--- src/rtl/uart_pkg.sv ---
// Shared UART definitions: receiver state encoding and counter-width helpers
// used by both the receiver and the transmitter side of the test harness.
package uart_pkg;

  typedef enum logic [2:0] {
    WAIT_IDLE,
    IDLE,
    START,
    DATA,
    STOP
  } uart_state_e;

  // Width of a counter that must hold the values 0 .. n-1 (never below 1 bit).
  function automatic int cnt_width(input int n);
    return (n > 1) ? $clog2(n) : 1;
  endfunction

endpackage

--- src/rtl/uart_rx_sync.sv ---
// Two-flop synchronizer for an asynchronous single-bit input.
// Both flops reset to RESET_VAL so an idle-high line never looks active after reset.
module uart_rx_sync #(
  parameter logic RESET_VAL = 1'b1
) (
  input  logic clk,
  input  logic rst_n,
  input  logic async_i,
  output logic sync_o
);

  logic meta_q;
  logic sync_q;

  always_ff @(posedge clk or negedge rst_n) begin
    if (!rst_n) begin
      meta_q <= RESET_VAL;
      sync_q <= RESET_VAL;
    end else begin
      meta_q <= async_i;
      sync_q <= meta_q;
    end
  end

  assign sync_o = sync_q;

endmodule

--- src/rtl/uart_rx.sv ---
// UART receiver: start + DATA_BITS (LSB first) + STOP_BITS, no parity, valid/ready output.
// Define UART_RX_MAJORITY_EN for 2-of-3 voting around each sample (adds one cycle of latency).
module uart_rx
  import uart_pkg::*;
#(
  parameter int DATA_BITS    = 8,
  parameter int STOP_BITS    = 1,
  parameter int CLKS_PER_BIT = 1000
) (
  input  logic                 clk,
  input  logic                 rst_n,
  input  logic                 in,
  output logic [DATA_BITS-1:0] out_data,
  output logic                 out_valid,
  input  logic                 out_ready,
  output logic                 frame_err,
  output logic                 overrun
);

  localparam int CW = cnt_width(CLKS_PER_BIT);
  localparam int BW = cnt_width(DATA_BITS + STOP_BITS);

  localparam logic [CW-1:0] BIT_LAST  = CW'(CLKS_PER_BIT - 1);
  localparam logic [BW-1:0] DATA_LAST = BW'(DATA_BITS - 1);
  localparam logic [BW-1:0] STOP_LAST = BW'(STOP_BITS - 1);

  logic rxs;
  logic bit_val;

  uart_rx_sync #(.RESET_VAL(1'b1)) u_sync (
    .clk     (clk),
    .rst_n   (rst_n),
    .async_i (in),
    .sync_o  (rxs)
  );

`ifdef UART_RX_MAJORITY_EN
  // The vote is taken one cycle after the nominal instant, once the +1 sample exists.
  localparam logic [CW-1:0] START_LAST = CW'(CLKS_PER_BIT / 2);

  logic rxs_h1_q;
  logic rxs_h2_q;

  always_ff @(posedge clk or negedge rst_n) begin
    if (!rst_n) begin
      rxs_h1_q <= 1'b1;
      rxs_h2_q <= 1'b1;
    end else begin
      rxs_h1_q <= rxs;
      rxs_h2_q <= rxs_h1_q;
    end
  end

  assign bit_val = (rxs & rxs_h1_q) | (rxs & rxs_h2_q) | (rxs_h1_q & rxs_h2_q);
`else
  localparam logic [CW-1:0] START_LAST = CW'(CLKS_PER_BIT / 2 - 1);

  assign bit_val = rxs;
`endif

  uart_state_e          state_q, state_d;
  logic [CW-1:0]        cnt_q, cnt_d;
  logic [BW-1:0]        bit_q, bit_d;
  logic [DATA_BITS-1:0] shreg_q, shreg_d;
  logic                 done_q, done_d;
  logic                 ferr_q, ferr_d;
  logic [DATA_BITS-1:0] out_data_q, out_data_d;
  logic                 out_valid_q, out_valid_d;
  logic                 frame_err_q, frame_err_d;
  logic                 overrun_q, overrun_d;

  always_ff @(posedge clk or negedge rst_n) begin
    if (!rst_n) begin
      state_q     <= WAIT_IDLE;
      cnt_q       <= '0;
      bit_q       <= '0;
      shreg_q     <= '0;
      done_q      <= 1'b0;
      ferr_q      <= 1'b0;
      out_data_q  <= '0;
      out_valid_q <= 1'b0;
      frame_err_q <= 1'b0;
      overrun_q   <= 1'b0;
    end else begin
      state_q     <= state_d;
      cnt_q       <= cnt_d;
      bit_q       <= bit_d;
      shreg_q     <= shreg_d;
      done_q      <= done_d;
      ferr_q      <= ferr_d;
      out_data_q  <= out_data_d;
      out_valid_q <= out_valid_d;
      frame_err_q <= frame_err_d;
      overrun_q   <= overrun_d;
    end
  end

  always_comb begin
    state_d = state_q;
    cnt_d   = cnt_q + CW'(1);
    bit_d   = bit_q;
    shreg_d = shreg_q;
    done_d  = 1'b0;
    ferr_d  = 1'b0;

    unique case (state_q)
      WAIT_IDLE: begin
        if (!rxs) begin
          cnt_d = '0;
        end else if (cnt_q == BIT_LAST) begin
          cnt_d   = '0;
          state_d = IDLE;
        end
      end
      IDLE: begin
        cnt_d = '0;
        if (!rxs) state_d = START;
      end
      START: begin
        if (cnt_q == START_LAST) begin
          cnt_d   = '0;
          bit_d   = '0;
          state_d = bit_val ? IDLE : DATA;
        end
      end
      DATA: begin
        if (cnt_q == BIT_LAST) begin
          cnt_d                 = '0;
          shreg_d               = shreg_q >> 1;
          shreg_d[DATA_BITS-1]  = bit_val;
          if (bit_q == DATA_LAST) begin
            bit_d   = '0;
            state_d = STOP;
          end else begin
            bit_d = bit_q + BW'(1);
          end
        end
      end
      STOP: begin
        if (cnt_q == BIT_LAST) begin
          cnt_d = '0;
          // A low stop bit also covers break: wait for a full idle bit before re-arming.
          if (!bit_val) begin
            ferr_d  = 1'b1;
            state_d = WAIT_IDLE;
          end else if (bit_q == STOP_LAST) begin
            done_d  = 1'b1;
            state_d = IDLE;
          end else begin
            bit_d = bit_q + BW'(1);
          end
        end
      end
      default: state_d = WAIT_IDLE;
    endcase
  end

  always_comb begin
    out_data_d  = out_data_q;
    out_valid_d = out_valid_q;
    frame_err_d = ferr_q;
    overrun_d   = 1'b0;

    if (out_valid_q && out_ready) out_valid_d = 1'b0;

    // A consume in the same cycle frees the slot for the incoming word.
    if (done_q) begin
      if (!out_valid_q || out_ready) begin
        out_data_d  = shreg_q;
        out_valid_d = 1'b1;
      end else begin
        overrun_d = 1'b1;
      end
    end
  end

  assign out_data  = out_data_q;
  assign out_valid = out_valid_q;
  assign frame_err = frame_err_q;
  assign overrun   = overrun_q;

endmodule

--- config.mk ---
export PLATFORM = sky130hd
export DESIGN_NAME = uart_rx
export DESIGN_NICKNAME = d
export VERILOG_FILES = /design/src/rtl/uart_pkg.sv /design/src/rtl/uart_rx_sync.sv /design/src/rtl/uart_rx.sv
export SDC_FILE = /design/constraint.sdc
export NUM_CORES = 1
export LEC_CHECK = 0
export BUFFER_PORTS_ARGS = -buffer_cell sky130_fd_sc_hd__clkbuf_2
export CORE_MARGIN = 2
export CORE_UTILIZATION = 63
export CTS_CLUSTER_SIZE = 25
export DETAILED_ROUTE_END_ITERATION = 10
export PLACE_DENSITY = 0.83
export SYNTH_ARGS = -nofsm -noshare
export SYNTH_HDL_FRONTEND = slang
export SYNTH_SLANG_ARGS = --single-unit
export TNS_END_PERCENT = 50
--- constraint.sdc ---
create_clock -name clk -period 5.33 [get_ports clk]
set_clock_uncertainty 0.2 [all_clocks]
set_input_delay 0.2665 -clock clk [delete_from_list [all_inputs] [get_ports clk]]
set_output_delay 0.2665 -clock clk [all_outputs]
set_load 0.02 [all_outputs]
After elaboration in Yosys (flattened, before gate mapping)

Cells that the tools add are included.

Add/sub/neg operators: 2
Multipliers: 0
Divide/modulo/power cells: 0
$lt $le $gt $ge: 0
Equality and inequality tests: 17
Shifts and indexed selects: 0
Mux-type cells: 34
Bitwise gates (word level): 0
Reductions and logical operators: 11

Operator list:

| operator              | count |
|---|---|
| $pmux 10 s4           | 1 |
| $mux 10               | 3 |
| $mux 3                | 9 |
| $mux 4                | 6 |
| $pmux 3 s5            | 1 |
| $ne 2x2->1 const B    | 7 |
| $mux 1                | 12 |
| $pmux 4 s3            | 1 |
| $add 10x1->10 const B | 1 |
| $eq 10x10->1 const B  | 1 |
| $eq 10x9->1 const B   | 1 |
| $reduce_and 8->1      | 1 |
| $eq 3x2->1 const B    | 2 |
| $reduce_and 6->1      | 1 |
| $add 4x1->4 const B   | 1 |
| $eq 4x3->1 const B    | 1 |
| $logic_not 4->1       | 1 |
| $ne 2x1->1 const B    | 2 |
| $reduce_and 2->1      | 2 |
| $eq 3x1->1 const B    | 1 |
| $eq 3x3->1 const B    | 1 |
| $logic_not 3->1       | 1 |
| $ne 3x3->1 const B    | 1 |
| $reduce_bool 3->1     | 1 |
| other kinds (5)       | 5 |

Flip-flop bits (word level): 40
Latch bits: 0
Bits in writable memories: 0
Bits in read-only memories: 0
Word-level logic and storage cells: 76
Memories: 0

Logic depth before layout (Yosys ltp)

Gate-level depths: netlist (run 1).

Depth in word-level cells: 5
Mapped depth: 6

Modules after synthesis

Synthesis (run 1) repeated with hierarchy kept, for this count alone.

Cell total of the unflattened synthesis: 160
Area, all modules: 1919.3 µm²

By module, submodules not included:

| module       | instances | cells an instance | area each (µm²) | sequential area each (µm²) |
|---|---|---|---|---|
| uart_rx      | 1         | 158               | 1866.8          | 950.9 |
| uart_rx_sync | 1         | 2                 | 52.6            | 52.6 |

Least setup slack after synthesis (run 1)

No wires, ideal clock.

Path kind: flip-flop to flip-flop
Start: reg cnt_q[0]
End: reg shreg_q[0]
Library setup time: 0.128 ns
Arrival time: 1.513 ns
Path slack: 3.489 ns
Stages on the path, launching flop included: 6
Cell sequence: dfrtp_1 -> ha_1 -> nor2b_1 -> nand3_2 -> nor2_4 -> mux2_1

Longest elaborated chain between the ends: 2

Ends and longest elaborated chain:

| element                           | line           | text |
|---|---|---|
| start: declaration                | uart_rx.sv:62  | `logic [CW-1:0] cnt_q, cnt_d;` |
| start signal: assignment          | uart_rx.sv:86  | `cnt_q <= cnt_d;` |
| $eq 10x10->1                      | uart_rx.sv:127 | `if (cnt_q == BIT_LAST) begin` |
| $reduce_and 2->1 (no source line) | --             |  |
| end signal: assignment            | uart_rx.sv:88  | `shreg_q <= shreg_d;` |
| end: declaration                  | uart_rx.sv:64  | `logic [DATA_BITS-1:0] shreg_q, shreg_d;` |

Every way passes these cells.
A chain may end at the register's enable or synchronous reset.

Worst setup path in the final report (run 1)

Start: reg cnt_q[0]
End: reg shreg_q[7]

Same word-level chain as after synthesis.

==> results of run 1 <==
[through the flow]
stage	worst slack, ns	cell area, um^2	total power, mW	hold slack (ns)	utilization (%)
2_1_floorplan	3.49	1950	0.322	-0.229	-
3_3_place_gp	3.40	2020	0.329	0.134	67.3
3_5_place_dp	3.31	2020	0.330	0.136	67.3
4_1_cts	3.27	2130	0.533	0.163	71.0
5_1_grt	3.09	2130	0.551	0.176	71.0
6_report	3.29	2130	0.530	0.160	71.0
[sequential cells by signal, indices dropped and copies added, names as in the netlist]
| name | flops |
|---|---|
| ferr_q | 1 |
| frame_err | 1 |
| u_sync.sync_o | 1 |
| shreg_q | 8 |
| cnt_q | 10 |
| out_data | 8 |
| bit_q | 4 |
| state_q | 3 |
| u_sync.meta_q | 1 |
| out_valid | 1 |
| overrun | 1 |
| done_q | 1 |
[synth_stat cells (all sizes together)]
master,instances,area (um^2)
nand3b,1,11.3
o22ai,3,25.0
o21ai,4,23.8
and4b,1,11.3
nand3,6,35.0
o2bb2ai,1,8.76
a211oi,1,7.51
xor2,2,17.5
a21oi,17,88.8
and2b,1,7.51
and4,2,17.5
a21o,2,16.3
and2,1,6.26
dfstp,2,52.6
o211ai,1,7.51
a22o,1,8.76
or3b,2,17.5
a221oi,1,8.76
nor2,9,41.3
mux2i,2,20.0
nor4b,1,15.0
nor3,4,20.0
and3b,2,18.8
inv,7,26.3
buf,4,35.0
clkbuf,2,11.3
nand2b,3,18.8
dfrtp,38,951
a211o,1,8.76
mux2,16,180
nand4,2,27.5
nor3b,2,26.3
a21boi,1,7.51
nor2b,2,12.5
nand2,8,30.0
ha,3,37.5
a311oi,1,8.76
o21a,2,15.0
xnor2,6,52.6
nor4,2,12.5
a31oi,1,6.26
[layout make-up]
type | instances | area, um^2
Clock buffer | 5 | 37.5
Clock inverter | 3 | 46.3
Fill cell | 219 | 870
Inverter | 7 | 26.3
Multi-Input combinational cell | 115 | 878
Sequential cell | 40 | 1000
Tap cell | 33 | 41.3
Timing Repair Buffer | 17 | 100
[logic make-up after synthesis]
logic type,count (synthesis),synth area share (%)
AO/OA/AOI/OAI,37,12.4
XOR/XNOR,8,3.59
adder cells (fa/ha/maj),3,1.92
buffers and inverters,13,3.71
flip-flops,40,51.3
multiplexers,18,10.2
AND/OR/NAND/NOR,49,16.8
[routing by layer]
layer | track usage [%] | share of wire, % | routed length (um) | up-vias
met5 | 0 | 0 | 0 | -
met4 | 10.2 | 2.0 | 68 | 0
met3 | 5.19 | 3.3 | 111 | 8
met2 | 37.4 | 52 | 1740 | 26
met1 | 26.9 | 43 | 1450 | 641
li1 | - | - | - | 638
[worst register-to-register path: stages, from the launching register on]
cell     delay (ns)
dfrtp_1        0.42
ha_1           0.25
nor2b_1        0.28
nand3_2        0.18
nor2_4         0.26
mux2_1         0.36
[worst paths after layout]
kind                               start          end  cells past startpoint
min in group asynchronous          rst_n  out_data[2]                      2
worst min-delay path              ferr_q    frame_err                      0
worst max-delay path            cnt_q[0]   shreg_q[7]                      5
worst min register to register    ferr_q    frame_err                      0
worst max register to register  cnt_q[0]   shreg_q[7]                      5
max in group asynchronous          rst_n     cnt_q[1]                      2
[cells in the final DEF (no fill, tap or decap), drive strengths merged, types with 2 or more instances in the layout]
| cell type | n |
|---|---|
| nand3 | 6 |
| and3b | 2 |
| dfstp | 2 |
| ha | 3 |
| nand2 | 8 |
| a21oi | 17 |
| inv | 8 |
| nor4 | 2 |
| nor3 | 4 |
| nor3b | 2 |
| xor2 | 2 |
| o22ai | 3 |
| nor2b | 2 |
| nor2 | 9 |
| a21o | 2 |
| mux2 | 16 |
| dlygate4sd3 | 3 |
| nand4 | 2 |
| or3b | 2 |
| xnor2 | 6 |
| dfrtp | 38 |
| and4 | 2 |
| o21ai | 4 |
| clkbuf | 19 |
| nand2b | 3 |
| mux2i | 2 |
| o21a | 2 |
[power by group]
| part | internal [mW] | switching (mW) |
|---|---|---|
| clock network | 0.100 | 0.104 |
| registers | 0.307 | 0.00395 |
| logic | 0.00541 | 0.00986 |
==> summary.md, run 1 <==
| Metric | Value |
|---|---|
| Mapped Cells | 168 |
| Synth unique cells | 55 |
| Total track usage | 22.2% |
| Unrepaired setup endpoints after global routing | no |
| Vias in the first global route | 1,313 |
| Clock buffer depth | 2 |
| CP top delay family | simple AND/OR/NAND/NOR gates |
| Clock-pin slew on the worst setup and hold paths | 0.13 ns |
| Port bufs | 14 |
| Worst hold path class | flip-flop to flip-flop |
| Pre-antenna DRT Iters | 4 |
| Die width | 59.7 um |
| R2R setup slack | 3.29 ns |
| Std-Cell Core Area | 3000 um^2 |
| Final Hold Fails | 0 |
| # resized after CTS | 0 |
| DRT iter0 DRCs | 50 |
| Clock H-tree levels | 2 |
| Largest net degree at the start of global routing | 41 |
| Synthesized cell area | 1950 um^2 |
| Fmax | 491 MHz |
| Worst Tran Pin Value | 0.931 ns |
| Final setup fails | 0 |
| Synth warnings | 0 |
| Total grt overflow | 0 |
| WL/cell | 15.3 um |
| Routed Antenna Nets | 0 |
| Worst setup SP type | flip-flop |
| TritonCTS clock tree | built |
| Rows | 20 |
| Synth Register Bits | 40 |
| Sequential share of the synthesized area | 51.3% |
| Die height | 59.7 um |
| Buf/Inv on CP | 0 |
| Max-capacitance violation count | 0 |
| Ratio of cells with drive above 1 in the final layout | 23.5% |
| Critical path's largest stage delay | 0.42 ns |
| Syn nets | 175 |
| Clk root buf | clkbuf_4 |
| Clk_lat worst skew | 0.36 ns |
| Power Dens Cells | 248 nW/um^2 |
| Worst slew margin | 37.9% |
| Critical Path Fanout Max | 8 |
| # IOs | 15 |
| # hold bufs at CTS | 3 |
| Total leakage power | 0.974 nW |
| Net count, final | 193 |
| Crit. End Element | flip-flop |
| Post-route insts no fill | 220 |
| Fin crit period | 2.04 ns |
| DP HPWL | 2290 um |
| Dpl cells | 209 |
| P&R area growth vs syn | 9.16% |
| RePlAce Congestion | 0.916 |
| Worst-path cell chain | ha_1, nor2b_1, nand3_2, nor2_4, mux2_1 |
| First-pass GRT wire length | 5730 um |
| Clk sinks | 40 |
| Setup TNS | 0 ns |
| Critical path class | flip-flop to flip-flop |
| Final WL | 3370 um |
| Initial antenna violation count | 0 |
| # DRC | 0 |
| Die ar. | 3560 um^2 |
| Setup Buffers After CTS | 0 |
| Worst EP required | 5.39 ns |
| Outcome | completed |
| Final period util | 38.2% |
| Via density | 5.97 |
| Number of CTS-inserted buffers | 5 |
| Peak supply drop | 0.192 mV |
| Average size of a mapped cell | 11.6 um^2 |
| DR vias | 1,313 |
| Antenna cell count | 0 |
| Max-slew violations | 0 |
| Initial Util | 65.1% |
| Worst path slowest cell | dfrtp_1 |
| Worst Path Arrival | 2.10 ns |
No activity file was read; power rests on OpenSTA's default activity.
==> inputs of run 2 (changes only) <==
- CORE_UTILIZATION: 63 -> 53
- PLACE_DENSITY: 0.83 -> 0.75
- clock period: 5.33 -> 1.65 ns (I/O delays scaled with it)
==> run 2 against run 1 <==
  * The flow now finishes with violations (negative setup slack)
  * Design area up 27%
  * Register-to-register slack worse by 3.4 ns
  * Power increased to 3.6 times the previous value
  * Largest cell class is now multi-input gates
==> summary.md, run 2 (same netlist as run 1, synthesis figures left out) <==
| Metric | Value |
|---|---|
| Antenna cell count | 0 |
| Worst slew margin | 63.3% |
| Clk sinks | 40 |
| Placed cell area | 2300 um^2 |
| Design area | 2710 um^2 |
| Worst Tran Pin Value | 0.551 ns |
| Std-Cell Core Area | 3610 um^2 |
| RePlAce Congestion | 0.883 |
| Critical Path Fanout Max | 7 |
| Die height | 64.7 um |
| Clk_lat worst skew | 0.30 ns |
| Clock-pin slew on the worst setup and hold paths | 0.09 ns |
| Crit. End Element | flip-flop |
| Ratio of cells with drive above 1 in the final layout | 49.6% |
| Worst Path Arrival | 1.77 ns |
| Reg2reg end | shreg_q[7] |
| Die width | 64.7 um |
| Most frequent cells in the layout | 37 x buf_4, 36 x dfrtp_1, 14 x clkbuf_2 |
| Unrepaired setup endpoints after global routing | yes |
| Initial antenna violation count | 0 |
| Fmax | 561 MHz |
| Rows | 22 |
| TritonCTS clock tree | built |
| Number of CTS-inserted buffers | 5 |
| Post-route insts no fill | 278 |
| Power Dens Cells | 704 nW/um^2 |
| WL/cell | 17.1 um |
| Clock H-tree levels | 2 |
| Final Hold Fails | 0 |
| Total track usage | 24.2% |
| Worst hold path class | input pin to async pin |
| First-pass GRT wire length | 7520 um |
| P&R area growth vs syn | 38.4% |
| Largest register by flop count | cnt_q |
| Initial Util | 54.2% |
| Total grt overflow | 0 |
| Routed Antenna Nets | 0 |
| Clk root buf | clkbuf_8 |
| DR vias | 1,556 |
| Max-capacitance violation count | 0 |
| Critical path class | flip-flop to flip-flop |
| Vias in the first global route | 1,567 |
| Via density | 5.60 |
| Die ar. | 4190 um^2 |
| Worst setup SP type | flip-flop |
| DP HPWL | 2930 um |
| Total Power | 1.91 mW |
| Fin Hold WS | 0.0890 ns |
| Peak supply drop | 0.558 mV |
| Final WL | 4760 um |
| Setup WS post-layout | -0.133 ns |
| Worst EP required | 1.64 ns |
| # IOs | 15 |
| Total leakage power | 1.22 nW |
| Worst slack, placed | -0.185 ns |
| Max FFs per register | 10 |
| Final setup fails | 23 |
| Port bufs | 14 |
| Commonest non-fill, non-tap cell in the layout | buf_4 |
| FF-to-FF Start | state_q[2] |
| Outcome | complete, but fails checks |
| Net count, final | 236 |
| Reg2reg path depth | 4 |
| R2R setup slack | -0.13 ns |
| DRT iter0 DRCs | 105 |
| Pre-antenna DRT Iters | 4 |
| Largest net degree at the start of global routing | 22 |
| Dpl cells | 254 |
| Final period util | 108% |
| # DRC | 0 |
| Violations in the final reports | negative setup slack |
| Clock buffer depth | 2 |
| Max-slew violations | 0 |
| Fin crit period | 1.78 ns |
run 2: layout make-up:
cell class	instances	area, um^2
Clock buffer	5	68.8
Timing Repair Buffer	59	452
Clock inverter	3	46.3
Fill cell	233	901
Tap cell	48	60.1
Multi-Input combinational cell	116	1050
Sequential cell	40	1010
Inverter	7	26.3
run 2: power breakdown:
part           switching [mW]  internal [mW]
combinational          0.0482         0.0410
sequential            0.00883          0.990
clock                   0.362          0.455
run 2: stage by stage:
step           util [%]  setup TNS, ns
2_1_floorplan         -         -0.431
3_3_place_gp       63.9          -1.51
3_5_place_dp       63.9          -3.35
4_1_cts            72.6          -1.63
5_1_grt            75.0          -3.29
6_report           75.0          -1.77
run 2: how the worst max path moves through the flow:
stage               start          to  cells past startpoint
2_1_floorplan    cnt_q[0]  shreg_q[0]                      5
3_3_place_gp     cnt_q[1]    cnt_q[2]                      5
3_5_place_dp   state_q[0]    bit_q[0]                      5
4_1_cts          bit_q[0]    bit_q[2]                      6
5_1_grt          cnt_q[0]  shreg_q[3]                      6
6_report       state_q[2]  shreg_q[7]                      4
run 2: layer usage:
| layer | global-route usage (%) | wire [um] | vias up | share of wire (%) |
|---|---|---|---|---|
| met5 | 0 | 0 | - | 0 |
| met4 | 10.4 | 135 | 0 | 2.8 |
| met3 | 6.94 | 183 | 12 | 3.8 |
| met2 | 42.9 | 2600 | 39 | 55 |
| met1 | 26.9 | 1840 | 775 | 39 |
| li1 | - | - | 730 | - |
run 2: what timing repair did:
action	CTS	global route
cloned	1	0
pin swaps	9	9
hold buffers	3	0
resized for setup	24	9
endpoints found under the hold margin	41	0
endpoints found under the setup margin	25	27
buffers inserted	7	5
run 2: worst max-delay path, stage by stage, from the launching register on:
cell and delay [ns]:
dfrtp_1 0.46, nand3b_2 0.36, nor2_4 0.20, buf_12 0.14, mux2_1 0.31
==> inputs of run 3 (changes only) <==
- PLACE_DENSITY: 0.75 -> 0.71
==> run 3 against run 2 <==
  * The flow still finishes with violations (negative setup slack)
  * Wire length shrank 8.7%
  * Sequential power is essentially flat
  * Worst hold slack gained 0.0077 ns
  * Register-to-register slack lost 0.04 ns
  * Clock power shrank 5.9%
  * Maximum frequency shrank 2.2%
  * Largest cell class unchanged
==> summary.md, run 3 (same netlist as run 1, synthesis figures left out) <==
| Metric | Value |
|---|---|
| Worst setup SP type | flip-flop |
| DRT iter0 DRCs | 117 |
| # IOs | 15 |
| First-pass GRT wire length | 7200 um |
| # DRC | 0 |
| Final WL | 4350 um |
| Largest net degree at the start of global routing | 22 |
| Max FFs per register | 10 |
| Clock H-tree levels | 2 |
| DR vias | 1,558 |
| Worst Path Arrival | 1.82 ns |
| Worst hold path class | input pin to async pin |
| Max-slew violations | 0 |
| Max-capacitance violation count | 0 |
| Worst EP required | 1.65 ns |
| Largest register by flop count | cnt_q |
| Die width | 64.7 um |
| Outcome | complete, but fails checks |
| Most frequent cells in the layout | 37 x buf_4, 36 x dfrtp_1, 14 x clkbuf_2 |
| Vias in the first global route | 1,620 |
| Total Power | 1.85 mW |
| TritonCTS clock tree | built |
| Port bufs | 14 |
| Final Hold Fails | 0 |
| WL/cell | 15.9 um |
| Peak supply drop | 0.530 mV |
| Violations in the final reports | negative setup slack |
| Rows | 22 |
| Worst Tran Pin Value | 0.532 ns |
| Total leakage power | 1.21 nW |
| Worst slew margin | 64.5% |
| Design area | 2640 um^2 |
| Via density | 5.69 |
| Placed cell area | 2300 um^2 |
| Initial Util | 54.2% |
| Clk_lat worst skew | 0.29 ns |
| Fin crit period | 1.82 ns |
| Fmax | 548 MHz |
| Total track usage | 22.7% |
| Clock-pin slew on the worst setup and hold paths | 0.07 ns |
| RePlAce Congestion | 0.824 |
| Die ar. | 4190 um^2 |
| Routed Antenna Nets | 0 |
| Std-Cell Core Area | 3610 um^2 |
| Crit. End Element | flip-flop |
| Final period util | 111% |
| Critical path class | flip-flop to flip-flop |
| DP HPWL | 2770 um |
| Critical Path Fanout Max | 4 |
| Setup WS post-layout | -0.174 ns |
| Total grt overflow | 0 |
| Pre-antenna DRT Iters | 4 |
| Power Dens Cells | 703 nW/um^2 |
| Unrepaired setup endpoints after global routing | yes |
| Number of CTS-inserted buffers | 5 |
| P&R area growth vs syn | 34.9% |
| Ratio of cells with drive above 1 in the final layout | 47.3% |
| Clk sinks | 40 |
| Final setup fails | 19 |
| Die height | 64.7 um |
| Antenna cell count | 0 |
| Clk root buf | clkbuf_8 |
| Clock buffer depth | 2 |
| Initial antenna violation count | 0 |
| Fill cells | 242 |
| Commonest non-fill, non-tap cell in the layout | buf_4 |
| Setup TNS | -1.91 ns |
| Net count, final | 232 |
==> run 3: where the power goes <==
part / switching [mW] / internal (mW) / total, mW
logic: 0.0471 / 0.0373 / 0.0843
registers: 0.00804 / 0.990 / 0.998
clock network: 0.321 / 0.448 / 0.769
total: 0.376 / 1.48 / 1.85
==> run 3: final timing paths <==
check / from / end / slack (ns) / depth (start not counted)
max: bit_q[0] / state_q[0] / -0.17 / 6
min reg2reg: ferr_q / frame_err / 0.15 / 0
max reg2reg: bit_q[0] / state_q[0] / -0.17 / 6
min: rst_n / shreg_q[5] / 0.1 / 2
min in group clk: ferr_q / frame_err / 0.15 / 0
max in group asynchronous: rst_n / overrun / 0.67 / 3
==> run 3: repair_timing <==
item                       CTS  global route
pin swaps                    9            11
setup endpoints to repair   25            26
hold endpoints to repair    43             0
gates resized for setup     17            12
hold buffers                 3             0
buffers inserted             6             2
cloned                       1             0
==> run 3: cell type report <==
cell class                 count  area (um^2)  area share, %
multi-input combinational    116         1040           39.4
sequential                    40         1010           38.2
timing repair buffer          55          398           15.1
clock buffer                   6         72.6           2.75
tap                           48         60.1           2.28
clock inverter                 2         35.0           1.33
inverter                       7         26.3          0.997
==> run 3: layer usage <==
| layer | global-route usage (%) | routed length, um |
|---|---|---|
| met1 | 25.6 | 1770 |
| met2 | 38.1 | 2220 |
| met3 | 6.42 | 187 |
| met4 | 13.3 | 172 |
| met5 | 0 | 0 |
==> run 3: critical path: stages, from the launching register on <==
cell and delay (ns):
dfrtp_1 0.40, inv_2 0.09, ha_4 0.13, or3b_4 0.41, a31oi_1 0.19, o21ai_1 0.12
o211ai_1 0.20
==> run 3: metrics by stage <==
step | cells | hold WS [ns] | setup WS [ns] | utilization, %
floorplan | 168 | -0.413 | -0.0458 | -
global placement | 254 | -0.132 | -0.0829 | 63.9
detailed placement | 254 | -0.109 | -0.171 | 63.9
CTS | 272 | 0.121 | -0.150 | 71.1
global route | 274 | 0.128 | -0.217 | 73.1
finish | 274 | 0.0967 | -0.174 | 73.1
